==> config.mk <==
export PLATFORM = sky130hd
export DESIGN_NAME = mult_ctrl
export DESIGN_NICKNAME = d
export VERILOG_FILES = /design/src/rtl/mips_pkg.sv /design/src/rtl/mult_step.sv /design/src/rtl/mult_ctrl.sv
export SDC_FILE = /design/constraint.sdc
export NUM_CORES = 1
export LEC_CHECK = 0
export CAP_MARGIN = 20
export CORE_AREA = 2 2 115 139
export CTS_BUF_LIST = sky130_fd_sc_hd__clkbuf_4 sky130_fd_sc_hd__clkbuf_8
export CTS_CLUSTER_SIZE = 16
export DETAILED_ROUTE_END_ITERATION = 10
export DIE_AREA = 0 0 117 141
export GPL_ROUTABILITY_DRIVEN = 0
export PLACE_DENSITY = 0.83
export RECOVER_POWER = 25
export SLEW_MARGIN = 10
export SYNTH_ARGS = -nofsm -noshare
export SYNTH_HDL_FRONTEND = slang
export SYNTH_SLANG_ARGS = --single-unit
==> constraint.sdc <==
create_clock -name clk -period 7.8 [get_ports clk]
set_input_delay 1.56 -clock clk [delete_from_list [all_inputs] [get_ports clk]]
set_output_delay 1.56 -clock clk [all_outputs]
set_load 0.005 [all_outputs]
==> src/rtl/mips_pkg.sv <==
// rtl/mips_pkg.sv - shared multiplier FSM state encodings and default operand width
package mips_pkg;

  localparam int MULT_WIDTH_DEFAULT = 32;

  typedef enum logic [1:0] {
    ST_IDLE = 2'd0,
    ST_RUN  = 2'd1,
    ST_DONE = 2'd2
  } mult_state_e;

endpackage

==> src/rtl/mult_step.sv <==
// rtl/mult_step.sv - one radix-2 shift-add step of the HI/LO multiplier
module mult_step
  import mips_pkg::*;
#(
  parameter int WIDTH = MULT_WIDTH_DEFAULT
) (
  input  logic [2*WIDTH-1:0] acc_i,
  input  logic [WIDTH-1:0]   mcand_i,
  input  logic               mplier_lsb_i,
  output logic [2*WIDTH-1:0] acc_o
);

  logic [WIDTH:0] upper_sum;

  // Add the multiplicand into the upper half when the current multiplier bit
  // is set, then shift the carry-extended accumulator right by one.
  always_comb begin
    upper_sum = {1'b0, acc_i[2*WIDTH-1:WIDTH]};
    if (mplier_lsb_i) begin
      upper_sum = upper_sum + {1'b0, mcand_i};
    end
    acc_o = {upper_sum, acc_i[WIDTH-1:1]};
  end

endmodule

==> src/rtl/mult_ctrl.sv <==
// rtl/mult_ctrl.sv - multi-cycle MULTU/MULT unit with HI/LO and MF stall (MULT_SIGNED_EN adds is_signed)
module mult_ctrl
  import mips_pkg::*;
#(
  parameter int WIDTH = MULT_WIDTH_DEFAULT
) (
  input  logic             clk,
  input  logic             reset,
  input  logic             start,
  input  logic [WIDTH-1:0] operand_a,
  input  logic [WIDTH-1:0] operand_b,
`ifdef MULT_SIGNED_EN
  input  logic             is_signed,
`endif
  input  logic             mf_req,
  output logic             busy,
  output logic             done,
  output logic             stall,
  output logic [WIDTH-1:0] hi,
  output logic [WIDTH-1:0] lo
);

  localparam int CW = (WIDTH > 1) ? $clog2(WIDTH) : 1;
  localparam logic [CW-1:0] CNT_LAST = CW'(WIDTH - 1);

  mult_state_e          state_q;
  logic [CW-1:0]        cnt_q;
  logic [WIDTH-1:0]     mcand_q, mcand_d;
  logic [WIDTH-1:0]     mplier_q, mplier_d;
  logic [2*WIDTH-1:0]   acc_q, acc_d;
  logic [2*WIDTH-1:0]   prod_d;
  logic [WIDTH-1:0]     hi_q, lo_q;
  logic                 busy_q, done_q;
  logic                 accept;

  assign accept = start && (state_q != ST_RUN);

  mult_step #(.WIDTH(WIDTH)) u_step (
    .acc_i        (acc_q),
    .mcand_i      (mcand_q),
    .mplier_lsb_i (mplier_q[0]),
    .acc_o        (acc_d)
  );

`ifdef MULT_SIGNED_EN
  logic neg_q, neg_d;
  logic a_neg, b_neg;

  // Signed multiplies run on magnitudes; the sign is reapplied to the final product.
  always_comb begin
    a_neg    = is_signed && operand_a[WIDTH-1];
    b_neg    = is_signed && operand_b[WIDTH-1];
    mcand_d  = a_neg ? (~operand_a + WIDTH'(1)) : operand_a;
    mplier_d = b_neg ? (~operand_b + WIDTH'(1)) : operand_b;
    neg_d    = a_neg ^ b_neg;
    prod_d   = neg_q ? (~acc_d + (2*WIDTH)'(1)) : acc_d;
  end

  // Sign of the result, captured alongside the operands.
  always_ff @(posedge clk) begin
    if (reset) begin
      neg_q <= 1'b0;
    end else if (accept) begin
      neg_q <= neg_d;
    end
  end
`else
  // Unsigned-only build: operands and product pass straight through.
  always_comb begin
    mcand_d  = operand_a;
    mplier_d = operand_b;
    prod_d   = acc_d;
  end
`endif

  // Control FSM: operand capture, WIDTH shift-add cycles, HI/LO update on DONE entry.
  always_ff @(posedge clk) begin
    if (reset) begin
      state_q  <= ST_IDLE;
      cnt_q    <= '0;
      mcand_q  <= '0;
      mplier_q <= '0;
      acc_q    <= '0;
      hi_q     <= '0;
      lo_q     <= '0;
      busy_q   <= 1'b0;
      done_q   <= 1'b0;
    end else begin
      done_q <= 1'b0;
      case (state_q)
        ST_IDLE, ST_DONE: begin
          if (accept) begin
            mcand_q  <= mcand_d;
            mplier_q <= mplier_d;
            acc_q    <= '0;
            cnt_q    <= '0;
            busy_q   <= 1'b1;
            state_q  <= ST_RUN;
          end else begin
            state_q  <= ST_IDLE;
          end
        end
        ST_RUN: begin
          acc_q    <= acc_d;
          mplier_q <= mplier_q >> 1;
          cnt_q    <= cnt_q + CW'(1);
          if (cnt_q == CNT_LAST) begin
            hi_q    <= prod_d[2*WIDTH-1:WIDTH];
            lo_q    <= prod_d[WIDTH-1:0];
            busy_q  <= 1'b0;
            done_q  <= 1'b1;
            state_q <= ST_DONE;
          end
        end
        default: begin
          busy_q  <= 1'b0;
          state_q <= ST_IDLE;
        end
      endcase
    end
  end

  // HI/LO are valid in DONE, so only an in-flight multiply stalls MFHI/MFLO.
  assign stall = mf_req && (state_q == ST_RUN);
  assign busy  = busy_q;
  assign done  = done_q;
  assign hi    = hi_q;
  assign lo    = lo_q;

endmodule

[Yosys cells after proc, flatten, opt, wreduce, memory -nomap -nowiden]
Cells that the tools add are included.
W data, S select, Z words.
Cells by class
  $add $sub $neg: 2
  equal/unequal tests: 6
  multiplexer cells: 14
  bitwise gates (word level): 1
  reductions and logical operators: 10
Operators with widths (number)
  $pmux W64 S2: 1
  $mux W64: 1
  $pmux W32 S2: 1
  $add A32 B32 Y33: 1
  $mux W33: 1
  $mux W32: 1
  $pmux W5 S2: 1
  $reduce_and A2 Y1: 4
  $add A5 B1 Y5 const B: 1
  $eq A5 B5 Y1 const B: 1
  $mux W5: 1
  $mux W1: 4
  $ne A2 B2 Y1 const B: 2
  $pmux W2 S2: 1
  $reduce_or A2 Y1: 2
  $eq A2 B1 Y1 const B: 1
  $eq A2 B2 Y1 const B: 1
  $logic_and A1 B1 Y1: 2
  $logic_not A2 Y1: 1
  $mux W2: 1
  $ne A2 B1 Y1 const B: 1
  $pmux W1 S2: 1
  $reduce_bool A2 Y1: 1
  $not A1 Y1: 1
Storage, ports and cells
  flip-flop bits (word level): 201
  output and inout port bits: 67

[Depth between registers and ports, before layout]
  depth after elaboration: 4
  mapped depth: 10

[Cells and area by module]
Synthesis repeated with hierarchy kept, for this count alone.
Second synthesis, totals
  cells, all modules: 1080
  area total of the unflattened synthesis: 9357.7 µm²
By module, submodules not included
  mult_ctrl: instances 1, cells an instance 753, area an instance 6976.7 µm²
  mult_step: instances 1, cells an instance 327, area an instance 2381.0 µm²

[Worst setup path before layout]
No wires, ideal clock.
  kind: input to output
  from: input port mf_req
  to: output port stall
  arrival time: 1.685 ns
  required time: 6.240 ns
  slack: 4.555 ns
  stages: 1
  cells stage by stage: and2_1
Between the ends
  word-level cells in the longest chain between the ends: 1
Ends and longest elaborated chain
  from (decl): RTL line mult_ctrl.sv:15  | input logic mf_req,
  $logic_and A1 B1 Y1: RTL line mult_ctrl.sv:124  | assign stall = mf_req && (state_q == ST_RUN);
  to (decl): RTL line mult_ctrl.sv:18  | output logic stall,
Every way passes these cells.

[Worst setup path in the final report]
  from: register state_q[0]
  to: register hi_q[12] (netlist: hi[12])
Between the ends
  word-level cells in the longest chain between the ends: 2
Ends and longest elaborated chain
  from (decl): RTL line mult_ctrl.sv:26  | mult_state_e state_q;
  from (signal assigned): RTL line mult_ctrl.sv:79  | state_q <= ST_IDLE;
  from (signal assigned): RTL line mult_ctrl.sv:98  | state_q <= ST_RUN;
  from (signal assigned): RTL line mult_ctrl.sv:100  | state_q <= ST_IDLE;
  $eq A2 B1 Y1: RTL line mult_ctrl.sv:90  | case (state_q)
  $reduce_and A2 Y1 (no line)
  to (signal assigned): RTL line mult_ctrl.sv:108  | hi_q <= prod_d[2*WIDTH-1:WIDTH];
  to (decl): RTL line mult_ctrl.sv:32  | logic [WIDTH-1:0] hi_q, lo_q;
Every way passes these cells.
A chain may end at the register's enable or synchronous reset.

==> impl_results.md <==
* Fin area at 10700 um2
* Synthesis warning total at 0
* Post-DP HPWL at between 10 and 15 mm
* Grt total ovfl at 0
* Initial DRC count at roughly 540
* DP Area at a little over 10000 um2
* Reg2reg end: hi[12]
* PostCTS Resize Cnt at 0
* Placed insts at around 1.4k
* Setup bufs post-CTS at 0
* CTS tree: yes
* Type of element capturing the critical path: flop
* Hold buffers post-CTS at 0
* Share of cells above drive strength 1 at roughly 5.1%
* WL per Instance at between 15 and 20 um
* Reg2reg path depth at 6
* Largest net degree at the start of global routing at between 90 and 100
* Final wirelength at about 22 mm
* Flop2flop setup slack at ~2800 ps
* Status: complete, but fails checks
* H-tree Lvls at 4
* Leak at a little under 4 nW
* Main flop type after synthesis: dfxtp_1
* IO Pins at about 140
* Period minus WS final at between 4000 and 5000 ps
* Worst setup path end: hi[12]
* Fin. Hold Viols at 0
* CTS max path bufs at 2
* First-pass GRT wire length at approximately 35 mm
* Die span in y at 141 um
* Measured slew at the worst slew-check pin at around 3900 ps
* Synth Instances at ~1.1k
* Post-Syn Area at slightly below 9000 um2
* Initial antenna violation count at 0
* FMAX at between 200 and 250 MHz
* DRC errors left at 0
* DR vias at around 8.0k
* Mean Syn Cell Area at ~8.2 um2
* ANT cells at 0
* Max-cap viol count at 4
* Post-synthesis register bit count at 200
* Commonest non-fill, non-tap cell in the layout: dfxtp_1
* Setup violators final at 0
* Setup Skew at between 10 and 15 ps
* Row count at 50
* Tightest Hold Check Type: flop to flop
* Critical path fanouts, max at 57
* Area grow syn2layout at 19.7%
* Clock root cell: clkbuf_8
* Async S/R FF share, synth at 0%
* Post-synth EDFFs at 0
* RSZ-0062 raised after global routing: false
* Seq/Total Area, Yosys at between 40% and 50%
* NumNets Final at 1276
* Fill cells at roughly 1.2k
* IO Port Bufs at roughly 130
* Net Count, Synth at approximately 1.2k
* Antenna-violating nets left at 0
* Worst Setup SP: state_q[0]
* TritonRoute pass-1 iters at 5
* Clock Latency Late Sink at slightly below 500 ps
* Relative slew slack at -163%
* Setup TNS at 0 ps
* Total track usage at between 20% and 30%
* Fin. max-slew vios at 254
* Max VDD drop at between 100 and 150 uV
* Crit Path Class: flop to flop
* PnR Total Power at approximately 1.9 mW
* Fin cells at roughly 1.4k
* Crit path DAT at approximately 5400 ps
* # clock sinks at 200
* Layout Utilization at a little over two thirds
* Commonest cells after routing, fill and taps aside: dfxtp_1 (199), nand2_1 (196), nor2_1 (123)
* Initial Utilization at 58.2%
* CP required at between 8000 and 9000 ps
* PwrDens at 183 nW/um2
* Via-to-Cell Ratio at 5.77
* Crit Reg-Reg Startpoint: state_q[0]
* Die area at approximately 16000 um2
* Total core area at around 15000 um2
* Failing checks: capacitance limit, slew limit
* Post-synth cell types at a little over 50
* Vias in the first global route at approximately 7.6k
* Critical Path Source Type: flop
* Clk pin slew, worst setup/hold paths at ~100 ps
* CTS Buf Count at 17
* Tcrit/Tclk final at between 60% and 70%
* Width of the die at around 120 um
-- cells in the mapped netlist, types with 11 or more instances --
cell	number	area (um2)
a211oi_1	19	143
a21oi_1	116	581
a22oi_1	44	330
a311oi_1	11	96.3
buf_1	12	45.0
clkbuf_1	69	259
dfxtp_1	200	4000
ha_1	34	425
mux2_2	11	124
mux2i_1	11	110
nand2_1	196	736
nand2b_1	12	75.1
nor2_1	124	465
nor3_1	37	185
o21ai_0	37	185
o22ai_1	32	200
xnor2_1	14	123
-- sequential cells by signal, indices dropped and copies added (netlist names) --
register	cells
cnt_q	5
busy	1
state_q	2
lo	32
acc_q	63
mcand_q	32
hi	32
mplier_q	32
done	1
-- where the power goes --
part / internal [mW] / total [mW] / switching (mW)
combinational: 0.0915 / 0.221 / 0.129
clock: 0.269 / 0.654 / 0.384
sequential: 1.05 / 1.07 / 0.0219
-- kinds of logic (layout without fill, tap and decap cells) --
family                   Yosys count  after routing  share of synthesized area (%)
AND/OR/NAND/NOR                  409            409                           19.2
AO/OA/AOI/OAI                    310            310                           22.1
flip-flops                       200            200                           44.9
buffers and inverters             91            185                           3.83
adder cells (fa/ha/maj)           35             35                           5.00
XOR/XNOR                          24             24                           2.36
multiplexers                      22             22                           2.62
-- critical path: stages, from the launching register on --
cell	delay (ps)
dfxtp_1	410
nor2b_1	330
buf_4	580
and2_0	1220
clkbuf_1	1830
nand2_1	250
a21oi_1	210
-- worst min-delay path by stage --
stage | startpoint | end | slack (ps) | cells after the start
CTS | lo[5] | lo[5] | 460 | 2
floorplan | acc_q[1] | lo[0] | 430 | 2
global route | lo[5] | lo[5] | 480 | 2
global placement | lo[18] | lo[18] | 440 | 2
detailed placement | lo[5] | lo[5] | 450 | 2
finish | lo[11] | lo[11] | 460 | 2
-- per-layer routing --
layer	vias to the layer above	part of all wire, %	track usage [%]
met5	-	0	0
met4	0	2.4	9.97
met3	39	5.5	7.01
met2	201	50	45.0
met1	3790	42	31.9
li1	4005	-	-
-- stage by stage --
step / worst slack (ps) / hold WS, ps
6_report: 2820 / 460
3_5_place_dp: 3640 / 448
3_3_place_gp: 3630 / 440
5_1_grt: 2320 / 479
4_1_cts: 3630 / 463
2_1_floorplan: 4560 / 432
-- area by class of cell --
cell class	instances	area, um2	share of cell area [%]
multi-input combinational	800	4570	42.9
sequential	200	4010	37.5
timing repair buffer	144	1410	13.2
tap	208	260	2.44
clock buffer	18	248	2.32
clock inverter	13	139	1.30
inverter	10	37.5	0.352
(Power assumes the default switching activity.)
